File: src/rtl/secuenciador_acceso_rtc.sv
// secuenciador_acceso_rtc: sequences RTC read sweeps and configuration write sweeps over a req/ack bus handshake
module secuenciador_acceso_rtc #(
   parameter logic [7:0]  DIR_BASE_HORA  = 8'h21,
   parameter logic [7:0]  DIR_BASE_FECHA = 8'h24,
   parameter logic [7:0]  DIR_BASE_TIMER = 8'h41,
   parameter int unsigned TIMEOUT        = 255
) (
   input  logic       clk,
   input  logic       reset,
   input  logic       tick_refresco,
   input  logic       pulso_escribir,
   input  logic [2:0] funcion_conf,
   input  logic       flag_mostrar_count,
   input  logic       ack_bus,
   output logic       req_bus,
   output logic       rw_bus,
   output logic [7:0] dir_bus,
   output logic [3:0] indice_reg,
   output logic       ocupado,
   output logic       fin_barrido,
   output logic       error_timeout
);
   typedef enum logic [1:0] {REPOSO, PEDIR, ESPERA_ACK, PAUSA} estado_t;
   estado_t    r_estado, w_estado_sig;
   logic [3:0] r_idx, w_idx_sig, r_idx_fin, w_idx_fin_sig;
   logic       r_rw, w_rw_sig;
   logic [7:0] r_cnt, w_cnt_sig;
   logic       r_lec_pend, w_lec_pend_sig, r_esc_pend, w_esc_pend_sig;
   logic [2:0] r_grupo, w_grupo_sig;
   logic       w_esc_nueva;
   logic [3:0] w_idx_ini_esc, w_idx_fin_esc;
   logic [7:0] w_dir;

   // only one-hot group codes queue a write; anything else drops the strobe
   assign w_esc_nueva   = pulso_escribir && (funcion_conf inside {3'b001, 3'b010, 3'b100});
   assign w_grupo_sig   = w_esc_nueva ? funcion_conf : r_grupo;
   assign w_idx_ini_esc = w_grupo_sig == 3'b001 ? 4'd0 : w_grupo_sig == 3'b010 ? 4'd3 : 4'd7;
   assign w_idx_fin_esc = w_grupo_sig == 3'b001 ? 4'd2 : w_grupo_sig == 3'b010 ? 4'd6 : 4'd9;
   assign w_dir = r_idx < 4'd3 ? DIR_BASE_HORA + {4'b0000, r_idx} :
                  r_idx < 4'd7 ? DIR_BASE_FECHA + {4'b0000, r_idx - 4'd3} :
                                 DIR_BASE_TIMER + {4'b0000, r_idx - 4'd7};
   // req is decoded from state so an async reset removes it at once
   assign req_bus    = r_estado == PEDIR || r_estado == ESPERA_ACK;
   assign ocupado    = r_estado != REPOSO;
   assign rw_bus     = r_rw;
   assign indice_reg = r_idx;
   assign dir_bus    = req_bus ? w_dir : 8'h00;

   // next-state, queue bookkeeping and end-of-sweep pulses
   always_comb begin
      w_estado_sig   = r_estado;
      w_idx_sig      = r_idx;
      w_idx_fin_sig  = r_idx_fin;
      w_rw_sig       = r_rw;
      w_cnt_sig      = r_cnt;
      w_lec_pend_sig = r_lec_pend | tick_refresco;
      w_esc_pend_sig = r_esc_pend | w_esc_nueva;
      fin_barrido    = 1'b0;
      error_timeout  = 1'b0;
      case (r_estado)
         REPOSO: begin
            if (w_esc_pend_sig) begin
               w_estado_sig   = PEDIR;
               w_idx_sig      = w_idx_ini_esc;
               w_idx_fin_sig  = w_idx_fin_esc;
               w_rw_sig       = 1'b0;
               w_esc_pend_sig = 1'b0;
            end else if (w_lec_pend_sig) begin
               w_estado_sig   = PEDIR;
               w_idx_sig      = 4'd0;
               w_idx_fin_sig  = flag_mostrar_count ? 4'd9 : 4'd6;
               w_rw_sig       = 1'b1;
               w_lec_pend_sig = 1'b0;
            end
         end
         PEDIR: begin
            w_cnt_sig    = 8'd0;
            w_estado_sig = ESPERA_ACK;
         end
         ESPERA_ACK: begin
            if (ack_bus) begin
               w_estado_sig = PAUSA;
            end else if (r_cnt == 8'(TIMEOUT - 1)) begin
               w_estado_sig  = REPOSO;
               error_timeout = 1'b1;
            end else begin
               w_cnt_sig = r_cnt + 8'd1;
            end
         end
         PAUSA: begin
            if (r_idx == r_idx_fin) begin
               w_estado_sig = REPOSO;
               fin_barrido  = 1'b1;
            end else begin
               w_idx_sig    = r_idx + 4'd1;
               w_estado_sig = PEDIR;
            end
         end
         default: w_estado_sig = REPOSO;
      endcase
   end

   // state and sweep context registers
   always_ff @(posedge clk or negedge reset) begin
      if (!reset) begin
         r_estado   <= REPOSO;
         r_idx      <= 4'd0;
         r_idx_fin  <= 4'd0;
         r_rw       <= 1'b0;
         r_cnt      <= 8'd0;
         r_lec_pend <= 1'b0;
         r_esc_pend <= 1'b0;
         r_grupo    <= 3'b000;
      end else begin
         r_estado   <= w_estado_sig;
         r_idx      <= w_idx_sig;
         r_idx_fin  <= w_idx_fin_sig;
         r_rw       <= w_rw_sig;
         r_cnt      <= w_cnt_sig;
         r_lec_pend <= w_lec_pend_sig;
         r_esc_pend <= w_esc_pend_sig;
         r_grupo    <= w_grupo_sig;
      end
   end
endmodule

File: config.mk
export PLATFORM = sky130hd
export DESIGN_NAME = secuenciador_acceso_rtc
export DESIGN_NICKNAME = d
export VERILOG_FILES = /design/src/rtl/secuenciador_acceso_rtc.sv
export SDC_FILE = /design/constraint.sdc
export NUM_CORES = 1
export LEC_CHECK = 0
export CORE_MARGIN = 8
export CORE_UTILIZATION = 44
export DETAILED_ROUTE_END_ITERATION = 16
export PLACE_DENSITY = 0.72
export SYNTH_ARGS = -nofsm -noshare
export SYNTH_HDL_FRONTEND = slang
export SYNTH_SLANG_ARGS = --single-unit
File: constraint.sdc
create_clock -name clk -period 2.1 [get_ports clk]
set_input_delay 0.42 -clock clk [delete_from_list [all_inputs] [get_ports clk]]
set_output_delay 0.42 -clock clk [all_outputs]
set_load 0.005 [all_outputs]
### After elaboration in Yosys (flattened, before gate mapping)

Cells that the tools add are included.
Widths: inputs -> output; s select.

| word-level totals | value |
|---|---|
| bits in registers | 24 |
| bits of input ports | 9 |
| output and inout port bits | 17 |
| word-level logic and storage cells | 80 |

| operators by class | value |
|---|---|
| $add $sub $neg | 7 |
| $lt $le $gt $ge | 2 |
| equal/unequal tests | 15 |
| multiplexer cells | 34 |
| bitwise logic cells | 2 |
| reductions and logical operators | 12 |

Operators by type and width:

| kind | number |
|---|---|
| $mux 8 | 5 |
| $mux 4 | 8 |
| $pmux 8 s2 | 1 |
| $add 6x4->7 const A | 2 |
| $mux 1 | 11 |
| $mux 3 | 3 |
| $add 7x4->8 const A | 1 |
| $add 8x1->8 const B | 1 |
| $eq 8x8->1 const B | 1 |
| $mux 2 | 4 |
| $pmux 2 s4 | 1 |
| $pmux 4 s2 | 1 |
| $reduce_bool 2->1 | 4 |
| $eq 3x1->1 const B | 2 |
| $eq 3x2->1 const B | 2 |
| $ne 2x2->1 const B | 3 |
| $reduce_and 3->1 | 2 |
| $add 4x1->4 const B | 1 |
| $eq 2x2->1 const B | 2 |
| $eq 4x4->1 | 1 |
| $lt 4x2->1 const B | 1 |
| $lt 4x3->1 const B | 1 |
| $reduce_and 2->1 | 2 |
| $sub 4x2->4 const B | 1 |
| other kinds (10) | 11 |

### Logic depth before layout (Yosys ltp)

| logic depth | value |
|---|---|
| depth in word-level cells | 9 |
| depth in mapped cells | 8 |

### Worst setup path after synthesis

No wires, ideal clock.

| path | value |
|---|---|
| path kind | reg2out |
| from | register r_idx[2], in the netlist indice_reg[2] |
| to | output port dir_bus[3] |
| arrival | 1.672 ns |
| data required time | 1.680 ns |
| setup slack | 0.008 ns |
| stages on the path, launching flop included | 9 |
| buffers on the path | 1 |
| cell sequence | dfrtp_1 > clkbuf_1 > inv_1 > ha_1 > a21oi_1 > xnor2_1 > ha_1 > o21ai_0 > a21oi_1 |

| between the ends | value |
|---|---|
| word-level cells in the longest chain between the ends | 5 |
| elaborated cells on any way between the ends | 10 |
| classes of those cells | add/sub: 5; order compare: 2; mux: 3 |

RTL lines:

| element | RTL line | RTL |
|---|---|---|
| from (decl) | 25 | `logic [3:0] r_idx, w_idx_sig, r_idx_fin, w_idx_fin_sig;` |
| from (signal assigned) | 116 | `r_idx <= w_idx_sig;` |
| $sub 4x3->4 or $sub 4x2->4 (tied branches) | 41, 40 |  |
| $add 7x4->8 or $add 6x4->7 (tied branches) | 41, 40 |  |
| $mux 8 | 40 | `r_idx < 4'd7 ? DIR_BASE_FECHA + {4'b0000, r_idx - 4'd3} :` |
| $mux 8 * | 39 | `assign w_dir = r_idx < 4'd3 ? DIR_BASE_HORA + {4'b0000, r_idx} :` |
| $mux 8 * | 47 | `assign dir_bus = req_bus ? w_dir : 8'h00;` |
| to (decl) | 17 | `output logic [7:0] dir_bus,` |

Every way passes the cells marked *; elsewhere a longest branch is shown, timed or not.

### Final worst setup path

| path | value |
|---|---|
| from | register r_idx[0], in the netlist indice_reg[0] |
| to | output port fin_barrido |

| between the ends | value |
|---|---|
| word-level cells in the longest chain between the ends | 3 |

RTL lines:

| element | RTL line | RTL |
|---|---|---|
| $eq 4x4->1 | 91 | `if (r_idx == r_idx_fin) begin` |
| $mux 1 | 91 |  |
| $mux 1 | 60 | `case (r_estado)` |
| to (decl) | 20 | `output logic fin_barrido,` |

No other way between the ends.

==> metrics.txt <==
result of the run complete, but fails checks; violations in the final reports negative setup slack; first-pass GRT wire length 7120 um; Pwr Density 1340 nW/um^2; number of hold-repair buffers added at the cts stage 0; Core Footprint 3580 um^2; per-cell routed wire length 13.6 um; area growth from synthesis to final layout 54.8%; Clk Tree Root Cell clkbuf_4; Syn Inst Count 182; Seq/Total Area, Yosys 35.9%; Total Routing Usage GR 14.2%; Largest register FFs 8; number of H-tree levels 1; worst setup path category register to output port; Overflow after GRT 0; post-route antenna net violation count 0; drt total wl 4150 um; floorplan die height 76.3 um; critical path's slowest cell dfrtp_2; global placer's final weighted congestion 0.819; Peak supply drop 0.884 mV; antenna violations before repair 0; number of nets produced by synthesis 202; Hold Path Class primary input to async pin; Die Footprint 5830 um^2; leak pwr 0.00111 uW; Critical Path Sink fin_barrido; Total Power Consumption 3330 uW; critical path endpoint category output port; total clock buffers created by CTS 3; Critical Path Most Common Cell buf_6; critical path startpoint category register; sinks on the clock net 23; Setup violations, final 8; leading area contributor after synthesis dfrtp_1; minimum period implied by the final worst setup slack 2.28 ns; average footprint of a synthesized cell 8.80 um^2; Avg Vias per Cell 5.11; proportion of netlist area held by the largest area contributor 35.9%; critical path launch point indice_reg[0]; beginning of the worst register-to-register path indice_reg[0]; clock insertion delay at the later pin of the skew report 0.30 ns; flops & latches, synth 23; largest fanout of any net on the critical path 5; Max Clock Skew 0.00336 ns; Critical Path, Cell by Cell buf_6 > or3_4 > a211oi_2 > buf_4 > nand2_4 > inv_2 > buf_6; setup repair after global routing missed its margin true; setup slack after layout -0.184 ns; cell depth of the worst flop-to-flop path 11; clock transition at the register clock pins on the worst setup and hold paths after CTS 0.12 ns; Final Cycle Share 109%; library cells used by synthesis 44; initial cell density of the core 44.8%; required time of the critical path 1.68 ns; worst hold slack after final layout 0.452 ns; number of hold-slack violations in the final timing report 0; maximum frequency from static timing analysis 0.438 GHz; count of flip-flops with a built-in enable after synthesis 0; largest cells by area after synthesis dfrtp_1 36%, ha_1 8.6%, a21oi_1 6.3%, nor2_1 4.0%, xor2_1 3.8%; share of the core filled with cells in the final layout 69.3%; fraction of final layout cells sized beyond drive strength 1 39.1%; total number of vias 1,563; endpoint of the worst-slack reg-to-reg timing path r_estado[0]; Clock Path Buffers 2; Arrival @ worst endpoint 1.86 ns; number of standard cells in the final layout excluding fillers 306; largest net degree at the start of global routing 24; count of inserted antenna diode cells 0; synth warn 0; slowest cell delay on critical path 0.48 ns; number of global-route vias before repair 1,548; clock tree from TritonCTS done; most instantiated flip-flop cell in the synthesis netlist dfrtp_1; netlist area before placement 1600 um^2; Placed Cells incl. Taps 290; Boundary Pins 26; async set or reset register ratio after synthesis 100%; Remaining DRCs 0; Site Rows 22; hpwl dp 2870 um; number of buffer cells added on primary ports 24; die boundary width 76.3 um; Final Net Count 279; reg2reg setup slack -0.07 ns; first-iteration detailed-routing DRC count 70; DR pass1 iterations 4; max-slew violation total from the final report 0; maxcap violations 0
## area by class of cell
| cell class | count | area (um^2) |
|---|---|---|
| fill | 303 | 1100 |
| clock buffer | 4 | 26.3 |
| sequential | 23 | 578 |
| multi-input combinational | 137 | 1090 |
| inverter | 14 | 55.1 |
| timing repair buffer | 80 | 671 |
| tap | 48 | 60.1 |
## per-stage QoR
stage | cell area, um^2 | setup TNS (ns) | setup slack, ns
CTS | 2420 | -0.772 | -0.241
global placement | 2190 | -1.77 | -0.198
global route | 2480 | -1.71 | -0.268
finish | 2480 | -0.718 | -0.184
detailed placement | 2190 | -1.94 | -0.227
floorplan | 1600 | 0 | 0.00760
## worst min-delay path by stage
stage	start	to	slack, ns	cells after the start
5_1_grt	reset	r_cnt[1]	0.47	2
6_report	reset	r_cnt[1]	0.45	2
3_5_place_dp	rw_bus	rw_bus	0.51	2
3_3_place_gp	rw_bus	rw_bus	0.51	2
2_1_floorplan	reset	indice_reg[0]	0.12	0
4_1_cts	reset	r_cnt[1]	0.46	2
## cell usage in the layout, fill, tap and decap left out, types with 5 or more instances in the layout
master,netlist,layout
ha_4,0,5
buf_4,1,44
clkdlybuf4s50_1,0,15
dfrtp_1,23,21
a21oi_1,20,16
nand3_1,7,7
nor2_1,17,16
buf_6,0,13
nand2_1,10,8
inv_1,14,9
xor2_1,7,7
ha_1,11,5
buf_2,3,5
## synth_stat cells (2+ instances only)
master / instances
a211oi_1: 2
a21oi_1: 20
a31oi_1: 4
and2_1: 2
buf_2: 3
clkbuf_1: 4
dfrtp_1: 23
ha_1: 11
inv_1: 14
nand2_1: 10
nand2b_1: 4
nand3_1: 7
nand4_1: 3
nor2_1: 17
nor2b_1: 4
nor3_1: 4
nor3b_1: 2
o21ai_0: 5
o21bai_1: 2
o22a_1: 2
o22ai_1: 3
o31ai_1: 2
or3_1: 3
xnor2_1: 5
xor2_1: 7
## kinds of logic (layout without fill, tap and decap cells)
family | after synthesis | in the layout | share of synthesized area, %
buffers and inverters | 22 | 98 | 5.62
adders and majority gates | 11 | 11 | 8.59
other | 1 | 1 | 0.234
AOI/OAI and AO/OA | 49 | 49 | 21.3
xor gates and xnor gates | 12 | 12 | 6.56
and+or+nand+nor | 63 | 63 | 21.0
DFF | 23 | 23 | 35.9
muxes | 1 | 1 | 0.703
## repair_timing
action / CTS / global route
endpoints found under the setup margin: 10 / 11
pin swaps: 14 / 11
resized for setup: 53 / 32
hold endpoints to repair: 0 / 0
setup buffers: 11 / 5
## critical path: cells and delay by family, from the launching register on
| kind | cells | cell delay (ns) |
|---|---|---|
| AND/OR/NAND/NOR | 2 | 0.40 |
| AO/OA/AOI/OAI | 1 | 0.26 |
| buffers and inverters | 4 | 0.42 |
| flip-flops | 1 | 0.48 |
## power by group
group | internal, uW | switching [uW] | total (uW) | leakage [uW]
Clock | 73.9 | 126 | 200 | 0.0000150
Combinational | 1350 | 1070 | 2420 | 0.000816
Sequential | 585 | 128 | 713 | 0.000283
## routing by layer
layer  vias to the layer above  wire length (um)  global-route usage (%)
met5                         -                 0                       0
li1                        803                 -                       -
met1                       727              1920                    19.1
met2                        29              2030                    22.8
met4                         0                38                    3.65
met3                         4               162                    2.71
Power figures use the tool's default switching activity.
